<file path="src/rtl/fully_pkg.sv">
// Shared defaults and FSM state type for the fully-connected accumulator layer.
package fully_pkg;

  localparam int FC_DATA_W   = 8;
  localparam int FC_WEIGHT_W = 8;
  localparam int FC_ACC_W    = 24;
  localparam int FC_NUM_IN   = 28;
  localparam int FC_NUM_OUT  = 10;

  typedef enum logic [1:0] {
    ST_IDLE  = 2'd0,
    ST_RUN   = 2'd1,
    ST_DRAIN = 2'd2,
    ST_DONE  = 2'd3
  } state_t;

endpackage

</file>
<file path="src/rtl/fully_mac.sv">
// Two-stage multiply-accumulate: registered full-precision product, then per-neuron
// accumulation with a result pulse on the neuron's last beat.
module fully_mac
  import fully_pkg::*;
#(
  parameter int DATA_W   = FC_DATA_W,
  parameter int WEIGHT_W = FC_WEIGHT_W,
  parameter int ACC_W    = FC_ACC_W
) (
  input  logic              clk,
  input  logic              reset,
  input  logic              clear,
  input  logic              beat,
  input  logic              first,
  input  logic              last,
  input  logic [3:0]        addr,
  input  logic [DATA_W-1:0] in_data,
  input  logic [WEIGHT_W-1:0] in_weight,
  output logic              out_valid,
  output logic [3:0]        out_addr,
  output logic [ACC_W-1:0]  out_data
);

  localparam int PROD_W = DATA_W + WEIGHT_W;

  logic signed [DATA_W-1:0]   data_s;
  logic signed [WEIGHT_W-1:0] weight_s;
  logic signed [PROD_W-1:0]   prod_p1;
  logic                       vld_p1;
  logic                       first_p1;
  logic                       last_p1;
  logic [3:0]                 addr_p1;
  logic signed [ACC_W-1:0]    acc_p2;
  logic signed [ACC_W-1:0]    sum_p2;

  function automatic logic signed [ACC_W-1:0] ext_prod(input logic signed [PROD_W-1:0] p);
    return ACC_W'(p);
  endfunction

  assign data_s   = in_data;
  assign weight_s = in_weight;

  // The first beat of a neuron starts from zero, so back-to-back neurons never mix.
  assign sum_p2 = (first_p1 ? '0 : acc_p2) + ext_prod(prod_p1);

  // ---- stage 1: product register ----
  always_ff @(posedge clk) begin
    if (reset) begin
      prod_p1  <= '0;
      vld_p1   <= 1'b0;
      first_p1 <= 1'b0;
      last_p1  <= 1'b0;
      addr_p1  <= '0;
    end else begin
      vld_p1   <= beat && !clear;
      first_p1 <= first;
      last_p1  <= last;
      addr_p1  <= addr;
      if (beat) begin
        prod_p1 <= PROD_W'(data_s) * PROD_W'(weight_s);
      end
    end
  end

  // ---- stage 2: accumulate and emit ----
  always_ff @(posedge clk) begin
    if (reset) begin
      acc_p2    <= '0;
      out_valid <= 1'b0;
      out_addr  <= '0;
      out_data  <= '0;
    end else if (clear) begin
      acc_p2    <= '0;
      out_valid <= 1'b0;
    end else begin
      out_valid <= vld_p1 && last_p1;
      if (vld_p1) begin
        acc_p2 <= last_p1 ? '0 : sum_p2;
        if (last_p1) begin
          out_data <= sum_p2;
          out_addr <= addr_p1;
        end
      end
    end
  end

endmodule

</file>
<file path="src/rtl/fully_accum.sv">
// Fully-connected layer accumulator: frame FSM, beat/neuron counters, address check
// and running argmax around a two-stage MAC.
module fully_accum
  import fully_pkg::*;
#(
  parameter int DATA_W   = FC_DATA_W,
  parameter int WEIGHT_W = FC_WEIGHT_W,
  parameter int ACC_W    = FC_ACC_W,
  parameter int NUM_IN   = FC_NUM_IN,
  parameter int NUM_OUT  = FC_NUM_OUT
) (
  input  logic                clk,
  input  logic                reset,
  input  logic                fully_en,
  input  logic                in_valid,
  input  logic [DATA_W-1:0]   in_data,
  input  logic [WEIGHT_W-1:0] in_weight,
  input  logic [3:0]          in_addr,
  output logic                out_valid,
  output logic [3:0]          out_addr,
  output logic [ACC_W-1:0]    out_data,
  output logic                done,
  output logic [3:0]          class_out,
  output logic                addr_err
);

  localparam int BEAT_W = (NUM_IN > 1) ? $clog2(NUM_IN) : 1;

  state_t                  state_q, state_d;
  logic [BEAT_W-1:0]       beat_cnt;
  logic [3:0]              neuron_cnt;
  logic                    drain_cnt;
  logic                    abort;
  logic                    beat;
  logic                    last_beat;
  logic                    frame_end;
  logic                    take;
  logic signed [ACC_W-1:0] res_s;
  logic signed [ACC_W-1:0] max_val;
  logic [3:0]              max_idx;

  assign abort     = !fully_en && (state_q != ST_IDLE);
  assign beat      = (state_q == ST_RUN) && in_valid && fully_en;
  assign last_beat = (beat_cnt == BEAT_W'(NUM_IN - 1));
  assign frame_end = beat && last_beat && (neuron_cnt == 4'(NUM_OUT - 1));
  assign done      = (state_q == ST_DONE);

  always_comb begin
    state_d = state_q;
    unique case (state_q)
      ST_IDLE:  if (fully_en) state_d = ST_RUN;
      ST_RUN:   if (frame_end) state_d = ST_DRAIN;
      ST_DRAIN: if (drain_cnt) state_d = ST_DONE;
      ST_DONE:  state_d = ST_IDLE;
      default:  state_d = ST_IDLE;
    endcase
    if (abort) state_d = ST_IDLE;
  end

  always_ff @(posedge clk) begin
    if (reset) begin
      state_q    <= ST_IDLE;
      beat_cnt   <= '0;
      neuron_cnt <= '0;
      drain_cnt  <= 1'b0;
    end else begin
      state_q   <= state_d;
      drain_cnt <= (state_q == ST_DRAIN) && !drain_cnt && !abort;
      if (abort || state_q == ST_IDLE) begin
        beat_cnt   <= '0;
        neuron_cnt <= '0;
      end else if (beat) begin
        if (last_beat) begin
          beat_cnt   <= '0;
          neuron_cnt <= (neuron_cnt == 4'(NUM_OUT - 1)) ? 4'd0 : neuron_cnt + 4'd1;
        end else begin
          beat_cnt <= beat_cnt + BEAT_W'(1);
        end
      end
    end
  end

  always_ff @(posedge clk) begin
    if (reset) begin
      addr_err <= 1'b0;
    end else if (state_q == ST_IDLE && state_d == ST_RUN) begin
      addr_err <= 1'b0;
    end else if (beat && in_addr != neuron_cnt) begin
      addr_err <= 1'b1;
    end
  end

  fully_mac #(
    .DATA_W   (DATA_W),
    .WEIGHT_W (WEIGHT_W),
    .ACC_W    (ACC_W)
  ) u_mac (
    .clk       (clk),
    .reset     (reset),
    .clear     (abort),
    .beat      (beat),
    .first     (beat_cnt == '0),
    .last      (last_beat),
    .addr      (neuron_cnt),
    .in_data   (in_data),
    .in_weight (in_weight),
    .out_valid (out_valid),
    .out_addr  (out_addr),
    .out_data  (out_data)
  );

  // Neuron 0 seeds the max; later neurons replace it only when strictly greater.
  assign res_s = out_data;
  assign take  = out_valid && (out_addr == 4'd0 || res_s > max_val);

  always_ff @(posedge clk) begin
    if (reset) begin
      max_val   <= '0;
      max_idx   <= '0;
      class_out <= '0;
    end else begin
      if (take) begin
        max_val <= res_s;
        max_idx <= out_addr;
      end
      if (state_q == ST_DRAIN && drain_cnt && !abort) begin
        class_out <= take ? out_addr : max_idx;
      end
    end
  end

endmodule

</file>
<file path="config.mk">
export PLATFORM = sky130hd
export DESIGN_NAME = fully_accum
export DESIGN_NICKNAME = d
export VERILOG_FILES = /design/src/rtl/fully_pkg.sv /design/src/rtl/fully_mac.sv /design/src/rtl/fully_accum.sv
export SDC_FILE = /design/constraint.sdc
export NUM_CORES = 1
export LEC_CHECK = 0
export ABC_AREA = 1
export CAP_MARGIN = 20
export CORE_ASPECT_RATIO = 2
export CORE_MARGIN = 2
export CORE_UTILIZATION = 65
export CTS_BUF_LIST = sky130_fd_sc_hd__clkbuf_4
export DETAILED_ROUTE_END_ITERATION = 12
export DONT_BUFFER_PORTS = 1
export PLACE_DENSITY = 0.81
export SKIP_CTS_REPAIR_TIMING = 1
export SYNTH_ARGS = -nofsm -noshare
export SYNTH_HDL_FRONTEND = slang
export SYNTH_SLANG_ARGS = --single-unit
export TNS_END_PERCENT = 50
</file>
<file path="constraint.sdc">
create_clock -name clk -period 5.7 [get_ports clk]
set_clock_uncertainty 0.1 [all_clocks]
set_input_delay 0.57 -clock clk [delete_from_list [all_inputs] [get_ports clk]]
set_output_delay 0.57 -clock clk [all_outputs]
set_load 0.01 [all_outputs]
</file>
==> results.cfg <==
[logic_synthesis]
syn_area_per_cell_sq_um = 6.973
synth_top_area_share_pct = 26.22
synth.area.top_cells = dfxtp_1, fa_1, inv_1
synth-seq-cells = 121
synthXorXnorAreaFrac_pct = 3.413
synthArstFlopShare_pct = 0
synth.mux.area_fraction_pct = 0
syn_inst = 1325
synthDistinctLibCells = 42
synth_ff_type = dfxtp_1
syn_nets = 1483
yosysSeqAreaShare_pct = 26.22
yosysWarnings = 0
synth-edff-count = 0
synth_area_sq_mm = 0.009239
synth_compound_area_share_pct = 11.62
yosysTopAreaCell = dfxtp_1
synth_fa_ha_area_share_pct = 22.70
synth_simple_gate_area_share_pct = 22.98
synth_top_family_by_area = simple AND/OR/NAND/NOR gates

[timing]
tightest_slew_ns = 0.9953
max_clock_freq_ghz = 0.2302
final_max_slew_viol_count = 0
setup_violations = 0
rsz0062_at_grt = no
fin_crit_ns = 4.343
slew_headroom_pct = 33.56
tns_ns = 0
finalHoldViolations = 0
hold_ws_ns = 0.03104
fin_crit_sh_pct = 76.20

[global_routing]
grt_overflow = 0
grt_max_degree = 46
grt_pass1_vias = 7738
antenna_found_initial = 1
grt_pass1_wl_um = 33920
grtUsageTotal_pct = 28.17

[die]
start_util_pct = 66.51
die_x_um = 88.30
row_count = 61
io_pins = 59
core_area_sq_mm = 0.01389
die_h_um = 172.6
die-area_sq_mm = 0.01524

[critical_path]
max_stage_delay_ns = 0.55
rr_worst_depth = 11
path_class = in2reg
cp_data_required_time_ns = 6.07
cp_cell_sequence = inv_1, or2_2, fa_1, fa_1, inv_1, fa_1, inv_1, fa_1, inv_1, ha_1, inv_1, o21bai_1, a31oi_1, o21ai_0, a21o_1, nand2_1, nand3_1, nand3_1, nand2_1, inv_1
path_common_cell = inv_1
slowest_stage = fa_1
crit_fanout = 8
endpoint_kind = register
critPathArrivalTime_ns = 4.72
critPathLaunchType = primary input

[layout]
final_area_sq_mm = 0.009654
drive_gt1_share_pct = 3.802
fin_nets = 1460
area_delta_synth_final_pct = 4.496

[route]
highest_layer = met4
drtIter0Drc = 346
wl_met3_um = 557
wl_um = 20890
firstDrtPassIters = 7
antenna_left = 0
drc = 0
via_count = 7869
m1WireLength_um = 7295
wl_met2_um = 12220
wl_per_cell_um = 13.88
via_per_inst = 5.229

[clocking]
cts_sinks = 121
clockRootBuffer = clkbuf_4
cts.clk_slew.worst_paths_ns = 0.12
cts_tree = built
cts.htree.levels = 4
cts-buffers-inserted = 17
cts_buffer_depth = 2
clock_latency_ns = 0.57

[placement]
post_dp_cell_area_sq_mm = 0.009289
port_buffers = 0
place_congestion = 0.9865
dp_hpwl_um = 16810

[run]
cap_viol_max_count = 0

[run_status]
status = completed

[hold_path]
hp-class = in2reg
min_path_cells = 3

[power_and_ir_drop]
p_leak_nw = 4.923
p_per_area_mw_per_mm2 = 268.0
max-vdd-ir-drop_mv = 0.1724
-- area by class of cell --
| cell class | count | area [sq um] |
|---|---|---|
| multi-input cells | 891 | 5609 |
| inverters | 268 | 1006 |
| diodes | 1 | 2.502 |
| flip-flops and latches | 121 | 2422 |
| fillers | 1299 | 4237 |
| repair buffers | 3 | 25.02 |
| clock buffers | 18 | 135.1 |
| clock inverters | 14 | 217.7 |
| well taps | 189 | 236.5 |
-- registers in the layout, indices dropped and copies added, names as in the netlist --
name / cells
u_mac.out_addr: 4
u_mac.vld_p1: 1
u_mac.addr_p1: 4
neuron_cnt: 4
drain_cnt: 1
addr_err: 1
state_q: 2
u_mac.out_data: 24
max_idx: 4
beat_cnt: 5
u_mac.first_p1: 1
u_mac.last_p1: 1
u_mac.acc_p2: 24
u_mac.out_valid: 1
max_val: 24
class_out: 4
u_mac.prod_p1: 16
-- cell usage in the layout, fill, tap and decap left out, drive strengths merged, types with 2 or more instances in the layout --
cell    instances
a31oi           5
o211ai          5
buf             2
nand4          13
nand3          42
nor3b           2
dfxtp         121
a21o            8
fa             56
clkbuf         18
nand2         229
or2             8
xor2           22
a31o            2
ha             78
a21oi          84
xnor2          14
nor2          212
and3            2
nor3           12
o21bai          6
inv           272
o21ai          82
bufinv          5
clkinv          4
-- cell usage after synthesis, types with 6 or more instances --
library cell / n
o21ai_1: 19
nand3_1: 42
a21o_1: 8
nand4_1: 13
a21oi_1: 84
nor2_1: 211
dfxtp_1: 121
xnor2_1: 14
nor3_1: 12
or2_2: 8
clkbuf_1: 36
xor2_1: 22
nand2_1: 225
o21ai_0: 62
o21bai_1: 6
ha_1: 78
inv_1: 265
fa_1: 56
-- kinds of logic (layout without fill, tap and decap cells) --
group | after synthesis | in the layout
and+or+nand+nor | 523 | 523
adders and majority gates | 134 | 134
buffers and inverters | 313 | 303
xor gates and xnor gates | 36 | 36
other | 0 | 1
DFF | 121 | 121
AOI/OAI and AO/OA | 198 | 198
-- worst max-delay path: cells and delay by family --
| kind | cells | cell delay [ns] |
|---|---|---|
| and+or+nand+nor | 5 | 0.63 |
| AOI/OAI and AO/OA | 4 | 0.74 |
| buffers and inverters | 6 | 0.37 |
| adders and majority gates | 5 | 2.42 |
-- power by group --
| part | switching (W) | total, W | internal (W) |
|---|---|---|---|
| registers | 0.00000823 | 0.000859 | 0.000851 |
| clock network | 0.000353 | 0.000755 | 0.000401 |
| logic | 0.000580 | 0.000973 | 0.000394 |
-- stage by stage --
step	setup slack, ns	util (%)	instances	power (W)
floorplan	0.9579	-	1325	0.001669
global placement	0.8473	66.87	1471	0.001811
detailed placement	0.7779	66.87	1471	0.001856
CTS	1.385	69.41	1503	0.002601
global route	1.090	69.50	1505	0.002780
finish	1.357	69.50	1505	0.002587
-- routing by layer --
metal,track usage [%],up-vias
met4,12.25,0
met5,0,-
met1,25.50,3618
met2,56.61,142
met3,4.821,60
li1,-,4049
-- final timing paths --
path,startpoint,endpoint,slack [ns]
max,in_weight[7],u_mac.prod_p1[12],1.36
max reg2reg,u_mac.first_p1,u_mac.out_data[14],2.40
min,reset,class_out[1],0.03
min reg2reg,beat_cnt[2],u_mac.first_p1,0.33
(Power assumes the default switching activity.)
